**config.mk**
```make
export PLATFORM = sky130hd
export DESIGN_NAME = router_dst_sync
export DESIGN_NICKNAME = d
export VERILOG_FILES = /design/src/rtl/router_pkg.sv /design/src/rtl/router_dst_timer.sv /design/src/rtl/router_dst_sync.sv
export SDC_FILE = /design/constraint.sdc
export NUM_CORES = 1
export LEC_CHECK = 0
export CORE_AREA = 2 2 39 41
export CTS_CLUSTER_DIAMETER = 60
export DETAILED_ROUTE_END_ITERATION = 16
export DIE_AREA = 0 0 41 43
export PLACE_DENSITY_LB_ADDON = 0.12
export SLEW_MARGIN = 20
export SYNTH_ARGS = -nofsm -noshare
export SYNTH_HDL_FRONTEND = slang
export SYNTH_SLANG_ARGS = --single-unit
```
**constraint.sdc**
```tcl
create_clock -name clock -period 1.05 [get_ports clock]
set_input_delay 0.105 -clock clock [delete_from_list [all_inputs] [get_ports clock]]
set_output_delay 0.105 -clock clock [all_outputs]
set_load 0.02 [all_outputs]
```
**src/rtl/router_pkg.sv**
```systemverilog
// Shared router constants and types: destination count, header address width,
// default watchdog timeout and the reserved invalid address code.
package router_pkg;

  localparam int unsigned NUM_DST     = 3;
  localparam int unsigned ADDR_W      = 2;
  localparam int unsigned TIMEOUT_DEF = 30;

  typedef logic [ADDR_W-1:0] dst_addr_t;

  localparam dst_addr_t ADDR_INVALID = 2'b11;

endpackage

```
**src/rtl/router_dst_timer.sv**
```systemverilog
// Per-destination read watchdog: counts consecutive valid-but-unread cycles and
// emits a one-cycle soft_reset pulse in the cycle after the terminal count.
module router_dst_timer
  import router_pkg::*;
#(
  parameter int unsigned TIMEOUT = TIMEOUT_DEF
) (
  input  logic clock,
  input  logic resetn,
  input  logic i_vld,
  input  logic i_rd,
  output logic o_soft_reset
);

  localparam int unsigned CNT_W = (TIMEOUT > 1) ? $clog2(TIMEOUT) : 1;

  logic [CNT_W-1:0] r_cnt;
  logic             r_soft_reset;
  logic             w_stall;
  logic             w_term;

  assign w_stall = i_vld && !i_rd;
  assign w_term  = w_stall && (r_cnt == CNT_W'(TIMEOUT - 1));

  // A read, an empty FIFO or the terminal count all restart the run
  always_ff @(posedge clock or negedge resetn) begin
    if (!resetn) begin
      r_cnt        <= '0;
      r_soft_reset <= 1'b0;
    end else begin
      r_soft_reset <= w_term;
      if (w_stall && !w_term) begin
        r_cnt <= r_cnt + CNT_W'(1);
      end else begin
        r_cnt <= '0;
      end
    end
  end

  assign o_soft_reset = r_soft_reset;

endmodule

```
**src/rtl/router_dst_sync.sv**
```systemverilog
// Router destination synchronizer: latches the header address, steers FIFO write
// enables and full status, drives vld_out, and (with ROUTER_DST_TIMEOUT_EN)
// flushes any destination FIFO left unread for TIMEOUT cycles.
module router_dst_sync #(
  parameter int unsigned NUM_DST = router_pkg::NUM_DST,
  parameter int unsigned ADDR_W  = router_pkg::ADDR_W,
  parameter int unsigned TIMEOUT = router_pkg::TIMEOUT_DEF
) (
  input  logic               clock,
  input  logic               resetn,
  input  logic               detect_add,
  input  logic [ADDR_W-1:0]  data_in,
  input  logic               write_enb_reg,
  input  logic [NUM_DST-1:0] read_enb,
  input  logic [NUM_DST-1:0] empty,
  input  logic [NUM_DST-1:0] full,
  output logic [NUM_DST-1:0] write_enb,
  output logic               fifo_full,
  output logic [NUM_DST-1:0] vld_out,
  output logic [NUM_DST-1:0] soft_reset,
  output logic               addr_err
);

  logic [ADDR_W-1:0]  r_addr;
  logic [NUM_DST-1:0] w_sel;

  always_ff @(posedge clock or negedge resetn) begin
    if (!resetn) begin
      r_addr <= '0;
    end else if (detect_add) begin
      r_addr <= data_in;
    end
  end

  // One-hot destination select; an out-of-range address selects nothing
  for (genvar i = 0; i < NUM_DST; i++) begin : g_sel
    assign w_sel[i] = (32'(r_addr) == 32'(i));
  end

  assign write_enb = w_sel & {NUM_DST{write_enb_reg}};
  assign fifo_full = |(full & w_sel);
  assign addr_err  = (32'(r_addr) >= NUM_DST);
  assign vld_out   = ~empty;

`ifdef ROUTER_DST_TIMEOUT_EN
  for (genvar i = 0; i < NUM_DST; i++) begin : g_timer
    router_dst_timer #(
      .TIMEOUT (TIMEOUT)
    ) u_timer (
      .clock        (clock),
      .resetn       (resetn),
      .i_vld        (vld_out[i]),
      .i_rd         (read_enb[i]),
      .o_soft_reset (soft_reset[i])
    );
  end
`else
  logic w_unused_rd;
  logic w_unused_cfg;

  assign soft_reset   = '0;
  assign w_unused_rd  = ^read_enb;
  assign w_unused_cfg = (TIMEOUT < 2);
`endif

endmodule

```
Yosys cells after proc, flatten, opt, wreduce, memory -nomap -nowiden:

Index checks and enable logic that the tools add are counted.

* input port bits: 15
* word-level logic and storage cells: 9
* bits in registers: 2

* magnitude comparators: 1
* reductions and logical operators: 2
* bitwise logic cells: 3
* equal/unequal tests: 2

Operators by type and width (count)
* $and 3x3->3: 2
* $not 3->3: 1
* $reduce_or 3->1: 1
* $eq 2x1->1 const B: 1
* $eq 2x2->1 const B: 1
* $ge 2x2->1 const B: 1
* $logic_not 2->1: 1

Depth between registers and ports, before layout:

Gate-level depths: netlist of run 1.

* depth in word-level cells: 3
* mapped depth: 2
* mapped depth without buffers: 2

Worst setup path after synthesis of run 1:

OpenSTA, ideal clock, no wires.

* kind: register -> output
* start point: register r_addr[1]
* end point: output write_enb[0]
* cell stages (with the launch flop): 2
* slack: -0.006 ns
* data arrival time: 0.951 ns
* cell sequence: dfrtp_1 -> nor3b_1

* cells in the longest elaborated chain, start to end: 2

Ends and longest elaborated chain
* start: declaration: line router_dst_sync.sv:24 `logic [ADDR_W-1:0] r_addr;`
* start signal: assignment: line router_dst_sync.sv:31 `r_addr <= data_in;`
* $logic_not 2->1: line router_dst_sync.sv:37 `assign w_sel[i] = (32'(r_addr) == 32'(i));`
* $and 3x3->3: line router_dst_sync.sv:40 `assign write_enb = w_sel & {NUM_DST{write_enb_reg}};`
* end: declaration: line router_dst_sync.sv:17 `output logic [NUM_DST-1:0] write_enb,`

Every way passes these cells.

Worst setup path after layout of run 1:

* start point: register r_addr[1]
* end point: output fifo_full

* cells in the longest elaborated chain, start to end: 3
* elaborated cells on any way between the ends: 5

Ends and longest elaborated chain
* $eq 2x1->1 (tied with other cells): line router_dst_sync.sv:37
* $and 3x3->3 *: line router_dst_sync.sv:41 `assign fifo_full = |(full & w_sel);`
* $reduce_or 3->1 *: line router_dst_sync.sv:41
* end: declaration: line router_dst_sync.sv:18 `output logic fifo_full,`

Mark *: on every way between the ends. The rest lies on a longest branch, timed or not.

==> impl_metrics.env, run 1 <==
export IMPL_cap_violations=0
export IMPL_finalNonFillerCells=57
export IMPL_multi_input_area_um2=98.84
export IMPL_leakage_nw=0.2005
export IMPL_diodes=0
export IMPL_start_util=0.1184
export IMPL_period_needed_ns=1.161
export IMPL_postRouteAntennaNets=0
export IMPL_wl_per_cell_um=8.491
export IMPL_grt_max_degree=8
export IMPL_min_period_over_period=1.106
export IMPL_cp_start_kind="flop"
export IMPL_grt_pass1_wl_um=545
export IMPL_fin_util=0.2984
export IMPL_report_final_slew_viol_count=0
export IMPL_grt_pass1_vias=152
export IMPL_timing_rr_end="r_addr[0]"
export IMPL_vias_per_cell=3.386
export IMPL_outcome="finished with violations"
export IMPL_netlist_area_um2=163.9
export IMPL_grt_setup_unrepaired="true"
export IMPL_clock_latency_ns=0.22
export IMPL_fin_nets=58
export IMPL_post_dp_cell_area_um2=364.1
export IMPL_ys_warn_count=0
export IMPL_clk_pin_slew_worst_paths_ns=0.03
export IMPL_crit_fanout=6
export IMPL_grtUsageMet2=0.06875
export IMPL_final_area_um2=412.9
export IMPL_firstDrtPassIters=1
export IMPL_antenna_found_initial=0
export IMPL_grt_total_usage=0.04910
export IMPL_finClkSkew_ns=0
export IMPL_largest_register_ffs=2
export IMPL_cp_data_required_time_ns=0.94
export IMPL_hpwl_um=369.5
export IMPL_regArea_um2=52.55
export IMPL_yosysSeqAreaShare=0.3053
export IMPL_first_iter_violations=0
export IMPL_cts_inserted_buffers=3
export IMPL_hp_class="input port to asynchronous set/reset pin"
export IMPL_fin_ws_ns=-0.1108
export IMPL_hold_viol=0
export IMPL_cts_root_buffer="clkbuf_4"
export IMPL_rrSetupSlack_ns=0.07
export IMPL_endpoint_kind="output pin"
export IMPL_ios=26
export IMPL_ys_seq_elements=2
export IMPL_violations="setup timing"
export IMPL_arrival_ns=1.06
export IMPL_layout_drive_gt1_share=0.3659
export IMPL_cts_tree="done"
export IMPL_max_freq_mhz=861.5
export IMPL_grt_busiest_layer="met2"
export IMPL_p_per_area_nw_per_um2=1075
export IMPL_syn_avg_cell_area_um2=9.106
export IMPL_globalRouteMet3Util=0.01571
export IMPL_clock_sinks=2
export IMPL_numPortBuffers=19
export IMPL_final_common_cell="clkdlybuf4s50_1"
export IMPL_timing_rr_start="r_addr[0]"
export IMPL_cts_buffer_depth=2
export IMPL_pre_cts_slack_ns=-0.4187
export IMPL_layout_common_cells="11 x clkdlybuf4s50_1, 5 x buf_6"
export IMPL_ir_worst_vdd_mv=0.4862
export IMPL_ys_types=11
export IMPL_routed_wl_um=484
export IMPL_dp_cells=52
export IMPL_reg_top3="r_addr x2"
export IMPL_power_total_mw=0.4438
export IMPL_drc=0
export IMPL_dieWidth_um=41
export IMPL_netlist_instances=18
export IMPL_use_met1=0.04792
export IMPL_largest_register="r_addr"
export IMPL_vias=193
export IMPL_finalSetupViolCount=5
export IMPL_overflow=0
export IMPL_die_area_um2=1763
export IMPL_die_h_um=43
export IMPL_reg2regPathDepth=2
export IMPL_rows=14
export IMPL_syn2layout_area_growth_pct=151.9
export IMPL_core_area_um2=1384
export IMPL_cts_max_level=1
export IMPL_crit_type="flop to output pin"
export IMPL_fillCellCount=152
export IMPL_place_gp_congestion=0.4822
cell families (layout without fill, tap and decap cells):
kind of cell / after synthesis / count (layout) / share of synthesized area
buffers and inverters: 6 / 27 / 0.2061
AO/OA/AOI/OAI: 1 / 1 / 0.03051
AND/OR/NAND/NOR: 5 / 5 / 0.2367
multiplexers: 3 / 3 / 0.1985
other: 1 / 3 / 0.02288
flip-flops: 2 / 2 / 0.3054
metrics by stage:
stage | hold WS, ns | TNS [ns]
final | 0.04636 | -0.3969
after floorplan | -0.1906 | 0
after global routing | 0.04401 | -0.6069
after global placement | 0.2735 | -2.401
after CTS | 0.03833 | -0.3684
after detailed placement | 0.2795 | -2.496
report_power, final:
group | total [mW] | leakage (nW) | internal [mW] | switching [mW]
Combinational | 0.176 | 0.165 | 0.105 | 0.0706
Sequential | 0.101 | 0.0214 | 0.0870 | 0.0142
Clock | 0.167 | 0.0138 | 0.126 | 0.0411
worst max-delay path by stage:
stage / start / cells after the start / endpoint
finish: r_addr[1] / 4 / fifo_full
global route: r_addr[0] / 3 / fifo_full
CTS: r_addr[0] / 3 / fifo_full
detailed placement: write_enb_reg / 3 / write_enb[0]
global placement: full[1] / 4 / fifo_full
floorplan: r_addr[0] / 2 / fifo_full
routing by layer:
layer / wire length (um) / vias up / share of wire
met3: 75 / 0 / 0.15
met2: 244 / 15 / 0.50
met4: 0 / 0 / 0
li1: - / 98 / -
met1: 164 / 80 / 0.34
met5: 0 / - / 0
area by class of cell:
type / count / share of cell area
timing repair buffer: 21 / 0.5030
sequential: 2 / 0.1273
clock buffer: 3 / 0.05455
multi-input combinational: 12 / 0.2394
tap: 16 / 0.04848
inverter: 3 / 0.02727
worst max-delay path, cell delays in order, from the launching register on:
cell	delay, ns
dfrtp_2	0.43
buf_6	0.13
nand3b_1	0.08
o21ai_2	0.06
buf_6	0.13
synthesized netlist by cell type (all sizes together):
cell    count  area (um2)
buf         3       22.52
inv         3       11.26
and3b       2       17.52
dfrtp       2       50.05
mux2        2       22.52
and2        1       6.260
conb        1       3.750
mux2i       1       10.01
nand3b      1       7.510
nor3b       1       7.510
o21ai       1       5.000
repair_timing:
| item | in CTS | in global routing |
|---|---|---|
| pin swaps | 1 | 1 |
| setup endpoints to repair | 8 | 5 |
| gates resized for setup | 33 | 4 |
| hold buffers | 0 | 0 |
| buffers inserted | 1 | 1 |
Power figures use the tool's default switching activity.
==> run 2, diff against run 1 <==
- CAP_MARGIN: unset -> 30
==> results of run 2 <==
The final DEF is identical to that of run 1; final timing and power are the same.
